==> config.mk <==
export PLATFORM = sky130hd
export DESIGN_NAME = instr_fetch_unit
export DESIGN_NICKNAME = d
export VERILOG_FILES = /design/src/rtl/instr_fetch_unit.sv
export SDC_FILE = /design/constraint.sdc
export NUM_CORES = 1
export LEC_CHECK = 0
export CAP_MARGIN = 20
export CORE_UTILIZATION = 60
export CTS_CLUSTER_SIZE = 12
export DETAILED_ROUTE_END_ITERATION = 6
export MAX_ROUTING_LAYER = met4
export PLACE_DENSITY = 0.88
export RECOVER_POWER = 50
export SYNTH_ARGS = -nofsm -noshare
export SYNTH_HDL_FRONTEND = slang
export SYNTH_SLANG_ARGS = --single-unit
==> constraint.sdc <==
create_clock -name clk -period 3.1 [get_ports clk]
set_clock_uncertainty 0.15 [all_clocks]
set_input_delay 0.775 -clock clk [delete_from_list [all_inputs] [get_ports clk]]
set_output_delay 0.775 -clock clk [all_outputs]
set_load 0.05 [all_outputs]
==> src/rtl/instr_fetch_unit.sv <==
// ---------------------------------------------------------------------------
// instr_fetch_unit
//
// Instruction-supply side of the 4-bit processor core. It holds a 16-entry
// program memory, owns the program counter and presents the current
// instruction as opcode/operand to the control unit. A valid/ready byte
// loader fills the memory before execution starts. HALT is detected locally,
// and JMP can optionally be detected locally as well.
//
// Build option:
//   FETCH_JUMP_EN - when defined, opcode 4'h8 (JMP) loads pc from the operand
//                   on a sampled pc_enable. When undefined, 4'h8 is an
//                   ordinary opcode and pc increments.
//
// Ports:
//   clk          in   clock
//   reset        in   asynchronous, active-high reset
//   load_mode    in   level-sensitive request to (re)load the program
//   ld_valid     in   loader byte valid
//   ld_data      in   loader instruction byte
//   ld_ready     out  loader may accept a byte (LOAD state and memory not full)
//   ld_done      out  16 bytes written since entering LOAD
//   pc_enable    in   "instruction consumed, advance" from the control unit
//   opcode       out  IR[7:4] in RUN, NOP (4'hE) otherwise
//   operand      out  IR[3:0] in RUN, 0 otherwise
//   pc           out  current program counter
//   instr_valid  out  IR holds mem[pc]
//   halted       out  HALT instruction retired
// ---------------------------------------------------------------------------
module instr_fetch_unit #(
  parameter int ADDR_W  = 4,
  parameter int INSTR_W = 8
) (
  input  logic               clk,
  input  logic               reset,
  input  logic               load_mode,
  input  logic               ld_valid,
  input  logic [INSTR_W-1:0] ld_data,
  output logic               ld_ready,
  output logic               ld_done,
  input  logic               pc_enable,
  output logic [3:0]         opcode,
  output logic [3:0]         operand,
  output logic [ADDR_W-1:0]  pc,
  output logic               instr_valid,
  output logic               halted
);

  localparam int DEPTH = 1 << ADDR_W;

  localparam logic [3:0] OP_JMP  = 4'h8;
  localparam logic [3:0] OP_NOP  = 4'hE;
  localparam logic [3:0] OP_HALT = 4'hF;

  localparam logic [INSTR_W-1:0] IR_RESET = INSTR_W'(8'hE0);

`ifdef FETCH_JUMP_EN
  localparam bit JUMP_EN = 1'b1;
`else
  localparam bit JUMP_EN = 1'b0;
`endif

  typedef enum logic [1:0] {
    ST_IDLE,
    ST_LOAD,
    ST_RUN,
    ST_HALT
  } state_t;

  state_t              state_q, state_d;
  logic [ADDR_W-1:0]   pc_q, pc_d;
  logic [ADDR_W-1:0]   wptr_q, wptr_d;
  logic [INSTR_W-1:0]  ir_q, ir_d;
  logic                instr_valid_q, instr_valid_d;
  logic                halted_q, halted_d;
  logic                ld_done_q, ld_done_d;

  logic [INSTR_W-1:0]  mem [DEPTH];

  logic                ld_we;
  logic [3:0]          ir_opcode;
  logic [3:0]          ir_operand;

  assign ir_opcode  = ir_q[INSTR_W-1:INSTR_W-4];
  assign ir_operand = ir_q[3:0];

  // ld_done doubles as the "memory full" flag, so the loader stops accepting
  // bytes the cycle after the 16th handshake.
  assign ld_ready = (state_q == ST_LOAD) && !ld_done_q;
  assign ld_we    = ld_ready && ld_valid;

  // Next-state logic for the fetch/load sequencer. Every register holds by
  // default; each state only overrides what it changes.
  always_comb begin
    state_d       = state_q;
    pc_d          = pc_q;
    wptr_d        = wptr_q;
    ir_d          = ir_q;
    instr_valid_d = instr_valid_q;
    halted_d      = halted_q;
    ld_done_d     = ld_done_q;

    case (state_q)
      ST_IDLE: begin
        if (load_mode) begin
          state_d   = ST_LOAD;
          wptr_d    = '0;
          ld_done_d = 1'b0;
        end else begin
          state_d       = ST_RUN;
          pc_d          = '0;
          instr_valid_d = 1'b0;
        end
      end

      ST_LOAD: begin
        // A handshake in the same cycle load_mode drops is still taken.
        if (ld_we) begin
          wptr_d = wptr_q + ADDR_W'(1);
          if (wptr_q == ADDR_W'(DEPTH - 1)) begin
            ld_done_d = 1'b1;
          end
        end
        if (!load_mode) begin
          state_d       = ST_RUN;
          pc_d          = '0;
          instr_valid_d = 1'b0;
        end
      end

      ST_RUN: begin
        // A reload request wins over an advance in the same cycle; pc is
        // left alone and restarts at 0 when the loader hands back to RUN.
        if (load_mode) begin
          state_d       = ST_LOAD;
          wptr_d        = '0;
          ld_done_d     = 1'b0;
          instr_valid_d = 1'b0;
        end else begin
          ir_d = mem[pc_q];
          // pc_enable is only meaningful once IR matches mem[pc]; while the
          // refetch is in flight it is ignored.
          if (instr_valid_q && pc_enable) begin
            if (ir_opcode == OP_HALT) begin
              state_d  = ST_HALT;
              halted_d = 1'b1;
            end else if (JUMP_EN && (ir_opcode == OP_JMP)) begin
              pc_d          = ADDR_W'(ir_operand);
              instr_valid_d = 1'b0;
            end else begin
              pc_d          = pc_q + ADDR_W'(1);
              instr_valid_d = 1'b0;
            end
          end else begin
            instr_valid_d = 1'b1;
          end
        end
      end

      ST_HALT: begin
        if (load_mode) begin
          state_d       = ST_LOAD;
          wptr_d        = '0;
          ld_done_d     = 1'b0;
          halted_d      = 1'b0;
          instr_valid_d = 1'b0;
        end
      end

      default: begin
        state_d = ST_IDLE;
      end
    endcase
  end

  // Sequencer registers. Reset is asynchronous and returns everything except
  // the program memory to its power-on values.
  always_ff @(posedge clk or posedge reset) begin
    if (reset) begin
      state_q       <= ST_IDLE;
      pc_q          <= '0;
      wptr_q        <= '0;
      ir_q          <= IR_RESET;
      instr_valid_q <= 1'b0;
      halted_q      <= 1'b0;
      ld_done_q     <= 1'b0;
    end else begin
      state_q       <= state_d;
      pc_q          <= pc_d;
      wptr_q        <= wptr_d;
      ir_q          <= ir_d;
      instr_valid_q <= instr_valid_d;
      halted_q      <= halted_d;
      ld_done_q     <= ld_done_d;
    end
  end

  // Program memory has no reset so a loaded program survives a core reset.
  always_ff @(posedge clk) begin
    if (ld_we) begin
      mem[wptr_q] <= ld_data;
    end
  end

  // Only RUN exposes the fetched instruction; every other state shows NOP.
  assign opcode      = (state_q == ST_RUN) ? ir_opcode  : OP_NOP;
  assign operand     = (state_q == ST_RUN) ? ir_operand : 4'h0;
  assign pc          = pc_q;
  assign instr_valid = instr_valid_q;
  assign halted      = halted_q;
  assign ld_done     = ld_done_q;

endmodule
==> results_dict.tcl <==
set metrics [dict create \
    place.gp.congestion 0.827 \
    synth_top_cell_area_share_pct 62.7 \
    cp_max_fo 14 \
    clk_latency_ns 0.54 \
    ys_dominant_reg_cell "edfxtp_1" \
    syn_avg_cell_area_um2 17.6 \
    grt_pass1_vias 3385 \
    wl_per_cell_um 24.6 \
    crit_required_ns 2.17 \
    p_leak_nw 2.40 \
    vias 3490 \
    worstPathArrival_ns 2.02 \
    rsz0062_at_grt "no" \
    fin_area_mm2 0.00711 \
    synthTopCellsByCount "edfxtp_1, mux2i_1, dfrtp_1" \
    cap_violations 0 \
    cp-end-kind "output pin" \
    ys_seq_elements 149 \
    cpMaxStageDelayCell "dfrtp_1" \
    outcome "complete, no violations" \
    min_period_ns 2.95 \
    tns_ns 0 \
    fmax_ghz 0.339 \
    vias_per_cell 6.55 \
    die_y_um 103 \
    max_stage_delay_ns 0.61 \
    startpoint_type "register" \
    antenna_found_initial 0 \
    drt_iter0_markers 510 \
    post-cts-setup-buffer-count 0 \
    row_count 36 \
    yosysWarnings 0 \
    syn2layout_area_growth_pct 15.9 \
    path_class "register to output pin" \
    synth_cell_type_count 44 \
    coreArea_mm2 0.00982 \
    yosysTopAreaCell "edfxtp_1" \
    clk_path_buf_depth 2 \
    period_share_pct 95.1 \
    grt_pass1_wl_mm 19.6 \
    dr.pass1.iters 5 \
    ir_drop_mv 0.463 \
    die_x_um 103 \
    synth_area_leaders "edfxtp_1, dfrtp_1, mux2i_1, mux4_1, mux4_2" \
    synthCells 349 \
    globalRoute.totalOverflow 0 \
    numPortBuffers 28 \
    post-dp-hpwl_mm 8.14 \
    start_util_pct 62.4 \
    synth_edf_count 128 \
    r2r_slack_ns 0.68 \
    cts_buffers 17 \
    routed_wl_mm 13.1 \
    max_slew_margin_pct 46.1 \
    place_area_mm2 0.00653 \
    final_hold_viol_count 0 \
    synth_nets 367 \
    io_pins 29 \
    dieArea_mm2 0.0106 \
    tightest_slew_ns 0.806 \
    num_antenna_cells 0 \
    drc 0 \
    setup_viol 0 \
    antenna_left 0 \
    syn-cell-area_mm2 0.00613 \
    grt_use_total_pct 28.1 \
    yosysMostFrequentCell "edfxtp_1" \
    crit_path_cell_trace "nor3b_2, dlygate4sd2_1" \
    cts_root_buffer "clkbuf_8" \
    yosysSeqAreaShare_pct 71.3 \
    cts.sinks 149 \
    p_per_area_mw_per_mm2 642 \
    hp-class "register to register" \
    grt_max_degree 31 \
    clk_pin_slew_ns 0.07 \
    drv_slew 0 \
    tritoncts "yes" \
    async_reset_ff_share_pct 14.1 \
    nets 405 \
    cts_max_level 4 \
    drive_gt1_share_pct 14.0 \
]
-- cells by family (layout without fill, tap and decap cells) --
kind of cell | after synthesis | in the layout | share of synthesized area, %
and+or+nand+nor | 61 | 61 | 5.69
AOI/OAI and AO/OA | 46 | 46 | 5.47
muxes | 57 | 57 | 13.5
buffers and inverters | 29 | 80 | 2.73
adders and majority gates | 5 | 5 | 1.02
DFF | 149 | 149 | 71.3
xor gates and xnor gates | 2 | 2 | 0.286
-- critical path: cells and delay by family (launching register included) --
kind	cells	cell delay, ns
buffers and inverters	1	0.58
DFF	1	0.61
and+or+nand+nor	1	0.29
-- final cells by class --
class                   count  area (µm²)
repair buffers             38         340
fillers                   598        2710
clock buffers              17         414
flip-flops and latches    149        4380
well taps                 133         166
multi-input cells         171        1600
clock inverters            15         178
inverters                  10        37.5
-- sequential cells by signal, summed over array words and instances (netlist names) --
| register | flops |
|---|---|
| wptr_q | 4 |
| mem | 128 |
| ld_done | 1 |
| pc | 4 |
| halted | 1 |
| ir_q | 8 |
| instr_valid | 1 |
| state_q | 2 |
-- layer usage --
layer	global-route usage, %	up-vias	share of wire, %
met5	-	-	0
met4	15.7	0	4.3
met3	7.39	45	8.9
met2	42.8	249	49
met1	34.4	1717	38
li1	-	1479	-
-- repair_timing --
| item | in CTS | in global routing |
|---|---|---|
| hold buffers | 0 | 0 |
| setup endpoints to repair | 9 | 3 |
| resized for setup | 9 | 1 |
-- final timing paths --
check                                       start                     end  cells past startpoint
min reg2reg                   ir_q[1]$_DFFE_PP0P_     ir_q[1]$_DFFE_PP0P_                      2
min in group asynchronous                   reset       pc[0]$_DFFE_PP0P_                      2
max                        state_q[0]$_DFFE_PP0P_                ld_ready                      2
min                           ir_q[1]$_DFFE_PP0P_     ir_q[1]$_DFFE_PP0P_                      2
max reg2reg                state_q[0]$_DFFE_PP0P_     mem[6][1]$_DFFE_PP_                      5
max in group asynchronous                   reset  state_q[1]$_DFFE_PP0P_                      2
-- metrics by stage --
stage          setup WS, ns  hold WS, ns  util, %  cells  total power, mW
6_report              0.152        0.371     72.4    533             4.56
5_1_grt              0.0854        0.382     72.4    533             4.67
4_1_cts              0.0707        0.364     72.4    533             4.57
3_5_place_dp          0.139        0.333     66.5    501             2.56
3_3_place_gp          0.199        0.338     66.5    501             2.55
2_1_floorplan         0.318        0.301        -    349             2.45
-- cell usage in the layout, fill, tap and decap left out, types with 3 or more instances in the layout --
master,count
a22oi_1,15
a32oi_1,6
and2_1,8
and3_1,12
buf_4,9
bufinv_16,3
clkbuf_16,16
clkdlybuf4s50_1,8
clkinv_2,3
clkinv_4,3
dfrtp_1,16
dlygate4sd2_1,9
dlygate4sd3_1,11
edfxtp_1,128
ha_1,5
inv_1,10
inv_6,4
mux2i_1,38
mux4_1,10
mux4_2,7
nand2_1,11
nand3_1,3
nor2_1,8
nor3_1,3
o21ai_0,8
o31ai_1,7
or3_1,3
-- where the power goes --
group	internal, mW	switching [mW]	total, mW
logic	0.0797	0.165	0.245
registers	2.24	0.0473	2.28
clock network	1.23	0.802	2.03
No activity file was read; power rests on OpenSTA's default activity.
